===== config.mk =====
export PLATFORM = sky130hd
export DESIGN_NAME = pipe_hazard_ctrl
export DESIGN_NICKNAME = d
export VERILOG_FILES = /design/src/rtl/pipe_pkg.sv /design/src/rtl/md_busy_cnt.sv /design/src/rtl/pipe_hazard_ctrl.sv
export SDC_FILE = /design/constraint.sdc
export NUM_CORES = 1
export LEC_CHECK = 0
export ABC_AREA = 1
export CAP_MARGIN = 10
export CORE_ASPECT_RATIO = 1.75
export CORE_MARGIN = 3
export CORE_UTILIZATION = 44
export DETAILED_ROUTE_END_ITERATION = 6
export PLACE_DENSITY = 0.82
export SYNTH_ARGS = -nofsm -noshare
export SYNTH_HDL_FRONTEND = slang
export SYNTH_SLANG_ARGS = --single-unit
export TNS_END_PERCENT = 100

===== constraint.sdc =====
create_clock -name clk -period 1.97 [get_ports clk]
set_input_delay 0.394 -clock clk [delete_from_list [all_inputs] [get_ports clk]]
set_output_delay 0.394 -clock clk [all_outputs]
set_load 0.01 [all_outputs]

===== src/rtl/pipe_pkg.sv =====
// pipe_pkg -- shared definitions for the pipeline hazard controller.
//   REG_W      : architectural register-number width
//   MD_CYCLES  : number of cycles a mul/div occupies the EX stage
//   MD_CNT_W   : width of the mul/div countdown
//   state_e    : controller state (RUN, MD_BUSY)
package pipe_pkg;

    localparam int REG_W     = 5;
    localparam int MD_CYCLES = 32;
    localparam int MD_CNT_W  = 5;

    typedef enum logic {
        RUN     = 1'b0,
        MD_BUSY = 1'b1
    } state_e;

endpackage


===== src/rtl/md_busy_cnt.sv =====
// md_busy_cnt -- mul/div occupancy countdown.
// Ports:
//   clk, rst_n : clock, asynchronous active-low reset
//   load       : load MD_CYCLES-1 (takes priority over dec)
//   dec        : decrement by one, holding at zero
//   cnt        : current count
//   zero       : count is zero
module md_busy_cnt
    import pipe_pkg::*;
(
    input  logic                clk,
    input  logic                rst_n,
    input  logic                load,
    input  logic                dec,
    output logic [MD_CNT_W-1:0] cnt,
    output logic                zero
);

    // NOTE: sequential state is written with non-blocking assignments so every
    // flop samples pre-edge values regardless of block evaluation order.
    always_ff @(posedge clk or negedge rst_n) begin
        if (!rst_n) begin
            cnt <= '0;
        end else if (load) begin
            cnt <= MD_CNT_W'(MD_CYCLES - 1);
        end else if (dec && cnt != '0) begin
            cnt <= cnt - 1'b1;
        end
    end

    assign zero = (cnt == '0);

endmodule


===== src/rtl/pipe_hazard_ctrl.sv =====
// pipe_hazard_ctrl -- stall/flush control for a 5-stage pipeline.
// Handles data-memory wait (global freeze), taken-branch flush, load-use
// interlock and, optionally, a multi-cycle mul/div occupying EX.
// Build option: define PIPE_HAZARD_CTRL_MULDIV_EN to implement the MD_BUSY
// state, its countdown and md_busy; otherwise md_start is ignored.
// Ports:
//   clk, rst_n                        : clock, asynchronous active-low reset
//   id_rs, id_rt, id_uses_rt          : ID-stage source registers
//   ex_mem_read, ex_rd                : EX-stage load and its destination
//   branch_taken, md_start            : EX-stage branch outcome, mul/div issue
//   dmem_req, dmem_ready              : MEM-stage memory handshake
//   pc_wr .. mem_wb_wr                : pipeline register write enables
//   if_id_flush..ex_mem_flush         : bubble insertion
//   md_busy                           : mul/div in progress
//   stall_cycles                      : saturating count of cycles with pc_wr=0
module pipe_hazard_ctrl
    import pipe_pkg::*;
(
    input  logic             clk,
    input  logic             rst_n,
    input  logic [REG_W-1:0] id_rs,
    input  logic [REG_W-1:0] id_rt,
    input  logic             id_uses_rt,
    input  logic             ex_mem_read,
    input  logic [REG_W-1:0] ex_rd,
    input  logic             branch_taken,
    input  logic             md_start,
    input  logic             dmem_req,
    input  logic             dmem_ready,
    output logic             pc_wr,
    output logic             if_id_wr,
    output logic             id_ex_wr,
    output logic             ex_mem_wr,
    output logic             mem_wb_wr,
    output logic             if_id_flush,
    output logic             id_ex_flush,
    output logic             ex_mem_flush,
    output logic             md_busy,
    output logic [15:0]      stall_cycles
);

    logic   memwait;
    logic   load_use;
    state_e state;

    assign memwait  = dmem_req & ~dmem_ready;
    // Register 0 is hard-wired zero, so a load targeting it never creates a hazard.
    assign load_use = ex_mem_read && (ex_rd != '0) &&
                      ((ex_rd == id_rs) || (id_uses_rt && (ex_rd == id_rt)));

`ifdef PIPE_HAZARD_CTRL_MULDIV_EN
    state_e state_nxt;
    logic   md_load;
    logic   md_zero;
    logic [MD_CNT_W-1:0] md_cnt_unused;

    // A mul/div issued while memory is stalling is not accepted; EX holds it
    // and md_start is seen again once the freeze lifts.
    assign md_load = (state == RUN) && md_start && !memwait;

    md_busy_cnt u_md_busy_cnt (
        .clk   (clk),
        .rst_n (rst_n),
        .load  (md_load),
        .dec   (state == MD_BUSY),
        .cnt   (md_cnt_unused),
        .zero  (md_zero)
    );

    always_ff @(posedge clk or negedge rst_n) begin
        if (!rst_n) state <= RUN;
        else        state <= state_nxt;
    end

    always_comb begin
        state_nxt = state;
        case (state)
            RUN:     if (md_load) state_nxt = MD_BUSY;
            MD_BUSY: if (md_zero) state_nxt = RUN;
            default: state_nxt = RUN;
        endcase
    end

    assign md_busy = (state == MD_BUSY);
`else
    logic md_start_unused;

    assign md_start_unused = md_start;
    assign state           = RUN;
    assign md_busy         = 1'b0;
`endif

    // NOTE: every output gets its default before the priority chain so no path
    // leaves a signal unassigned, which would infer a latch.
    always_comb begin
        pc_wr        = 1'b1;
        if_id_wr     = 1'b1;
        id_ex_wr     = 1'b1;
        ex_mem_wr    = 1'b1;
        mem_wb_wr    = 1'b1;
        if_id_flush  = 1'b0;
        id_ex_flush  = 1'b0;
        ex_mem_flush = 1'b0;
        if (memwait) begin
            // Whole pipeline freezes; nothing advances and nothing is flushed.
            pc_wr     = 1'b0;
            if_id_wr  = 1'b0;
            id_ex_wr  = 1'b0;
            ex_mem_wr = 1'b0;
            mem_wb_wr = 1'b0;
        end else if (state == MD_BUSY) begin
            // Front end holds; bubbles go into EX/MEM while MEM/WB drains.
            pc_wr        = 1'b0;
            if_id_wr     = 1'b0;
            id_ex_wr     = 1'b0;
            ex_mem_wr    = 1'b0;
            ex_mem_flush = 1'b1;
        end else if (branch_taken) begin
            // The stalled consumer is on the wrong path, so the flush wins.
            if_id_flush = 1'b1;
            id_ex_flush = 1'b1;
        end else if (load_use) begin
            pc_wr       = 1'b0;
            if_id_wr    = 1'b0;
            id_ex_flush = 1'b1;
        end
    end

    always_ff @(posedge clk or negedge rst_n) begin
        if (!rst_n) begin
            stall_cycles <= '0;
        end else if (!pc_wr && stall_cycles != 16'hFFFF) begin
            stall_cycles <= stall_cycles + 16'd1;
        end
    end

endmodule


==> out/metrics.cfg <==
[setup_path]
required_ns=1.58
worstPathMaxFanout=4
ff2ff_setup_slack_ns=0.36
r2r_start=stall_cycles[0]
reg2reg_depth=10
cp.arrival_ns=1.46
start_kind=input port
r2r_end=stall_cycles[13]
critPathKind=input port to output port
worstSetupEndpointType=output port

[route]
vias=1354
first_iter_violations=21
wl_met2_um=1880
viasPerCell=4.92
top_layer=met4
first_pass_iters=4
antenna_left=0
wl_per_cell_um=12.0
m1WireLength_um=1180
route.detailed.drc=0
dr_wl_met3_um=200
wl_um=3310

[synthesis]
yosys_warnings=0
yosysTopAreaCell=dfrtp_1
synthFlopType=dfrtp_1
avgSynthCellArea_um2=6.36
syn_inst=202
yosysTopAreaCellShare_pct=31.2
yosys_register_bits=16
async_flop_share_pct=100
synth_cell_types=22
syn_area_mm2=0.00128
synthTopCellsByArea=dfrtp_1 31%, nand2_1 22%, nand3_1 9.7%
yosysMostFrequentCell=nand2_1
synth_common_cells=75 x nand2_1, 27 x inv_1, 25 x nand3_1
synth-seq-area-share_pct=31.2
synth_edf_count=0

[global_route]
grt_pass1_wl_um=5350
antenna_found_initial=0
grt_usage_pct=19.7
gr-total-overflow=0
grt_max_degree=25
grt_pass1_vias=1258

[placed_design]
post-place-cells=271
placed_area_mm2=0.00173
hpwl_um=2570
portBuffers=44
gp_congestion=0.902
dp_slack_ns=-0.582

[min_path]
min_path_type=input port to asynchronous set/reset pin

[pwr]
ir_worst_vdd_v=0.000508
leakagePower_nw=0.917
power-per-cell-area_mw_per_mm2=592
power.total_mw=1.04

[sta]
hold_viol=0
finalMaxSlewViolations=0
min_period_over_period_pct=94.0
setup_viol=0
fmax_mhz=540
fin_ws_ns=0.119
clock_skew_ns=0.00224
layout_min_cycle_time_ns=1.85
rsz0062_at_grt=no
hold_slack_ns=0.459

[status]
status=finished clean

[cells_and_area]
n_fill_cell=280
multiInputGateArea_um2=706
largestRegisters=stall_cycles: 16 flops
regMostFlops=stall_cycles
largest_reg_flops=16
syn_to_final_growth_pct=37.0
regArea_um2=400
stdcell_area_mm2=0.00176
final_nets=273
drive_above_1_share_pct=10.9
antenna_cells=0
final_cells=275

[job]
maxCapViolCount=0

[clock_tree]
cts_sinks=16
clock_path_buffers=2
root_buffer=clkbuf_8
cts_buffers=3
h-tree-depth=1
hold_buffers=0
clk_latency_ns=0.25
cts_setup_buffers=0
cts_tree=built
path_clk_slew_ns=0.06

[die]
core-area_mm2=0.00275
initial_core_util_pct=46.6
io_pins=48
rows=25
die_h_um=77.5
die_x_um=46.8
die_area_mm2=0.00363

==> worst max-delay path, cell delays in order <==
cell and delay (ns):
dlygate4sd2_1 0.28, nand2_1 0.08, nand2_1 0.05, nor2_1 0.10
nand3_1 0.10, nand2_2 0.10, nand2_1 0.06, a21oi_1 0.14
buf_2 0.16
==> metal layers <==
layer,GRT usage [%],vias to the layer above
li1,-,703
met1,21.0,599
met2,35.8,48
met3,2.55,4
met4,7.76,0
met5,0,-
==> layout by cell type (no fill, tap or decap), drive strengths merged, types with 6 or more instances in the layout <==
| master | synthesis | final |
|---|---|---|
| dfrtp | 16 | 16 |
| xor2 | 6 | 6 |
| nand3 | 27 | 27 |
| nor2 | 23 | 23 |
| nand2 | 77 | 77 |
| dlygate4sd2 | 0 | 14 |
| nor3 | 6 | 6 |
| inv | 30 | 30 |
| buf | 8 | 8 |
| clkdlybuf4s50 | 0 | 21 |
==> power by group <==
part	total (mW)	internal [mW]	switching [mW]
clock network	0.291	0.177	0.114
registers	0.428	0.370	0.0579
logic	0.322	0.166	0.156
==> metrics by stage <==
stage                     util (%)  setup TNS, ns
final                         63.9              0
after global placement        62.8          -4.51
after detailed placement      62.8          -4.99
after floorplan                  -              0
after CTS                     63.7              0
after global routing          63.9              0
==> worst max path at each step <==
stage | startpoint | end | slack (ns) | cells after the start
after global placement | ex_rd[3] | id_ex_flush | -0.53 | 10
final | ex_rd[0] | id_ex_flush | 0.12 | 9
after detailed placement | ex_rd[3] | id_ex_flush | -0.58 | 10
after CTS | id_rs[2] | id_ex_flush | 0.05 | 7
after global routing | ex_rd[0] | id_ex_flush | 0.004 | 9
after floorplan | ex_rd[1] | pc_wr | 0.28 | 11
==> timing repair <==
item	4_1_cts	5_1_grt
pin swaps	5	11
setup endpoints to repair	7	3
hold endpoints to repair	0	0
resized for setup	34	8
==> cell type report <==
cell class | instances | area share, %
Sequential cell | 16 | 22.8
Timing Repair Buffer | 49 | 25.7
Clock buffer | 4 | 3.13
Inverter | 30 | 6.40
Multi-Input combinational cell | 149 | 40.1
Tap cell | 27 | 1.92
==> cell families after synthesis <==
kind of cell             after synthesis  synth area share [%]
buffers and inverters                 38                  14.3
AO/OA/AOI/OAI                          2                 0.779
other                                  1                 0.292
XOR/XNOR                               8                  5.46
flip-flops                            16                  31.2
adder cells (fa/ha/maj)                1                 0.975
AND/OR/NAND/NOR                      136                  47.0
(Power assumes the default switching activity.)
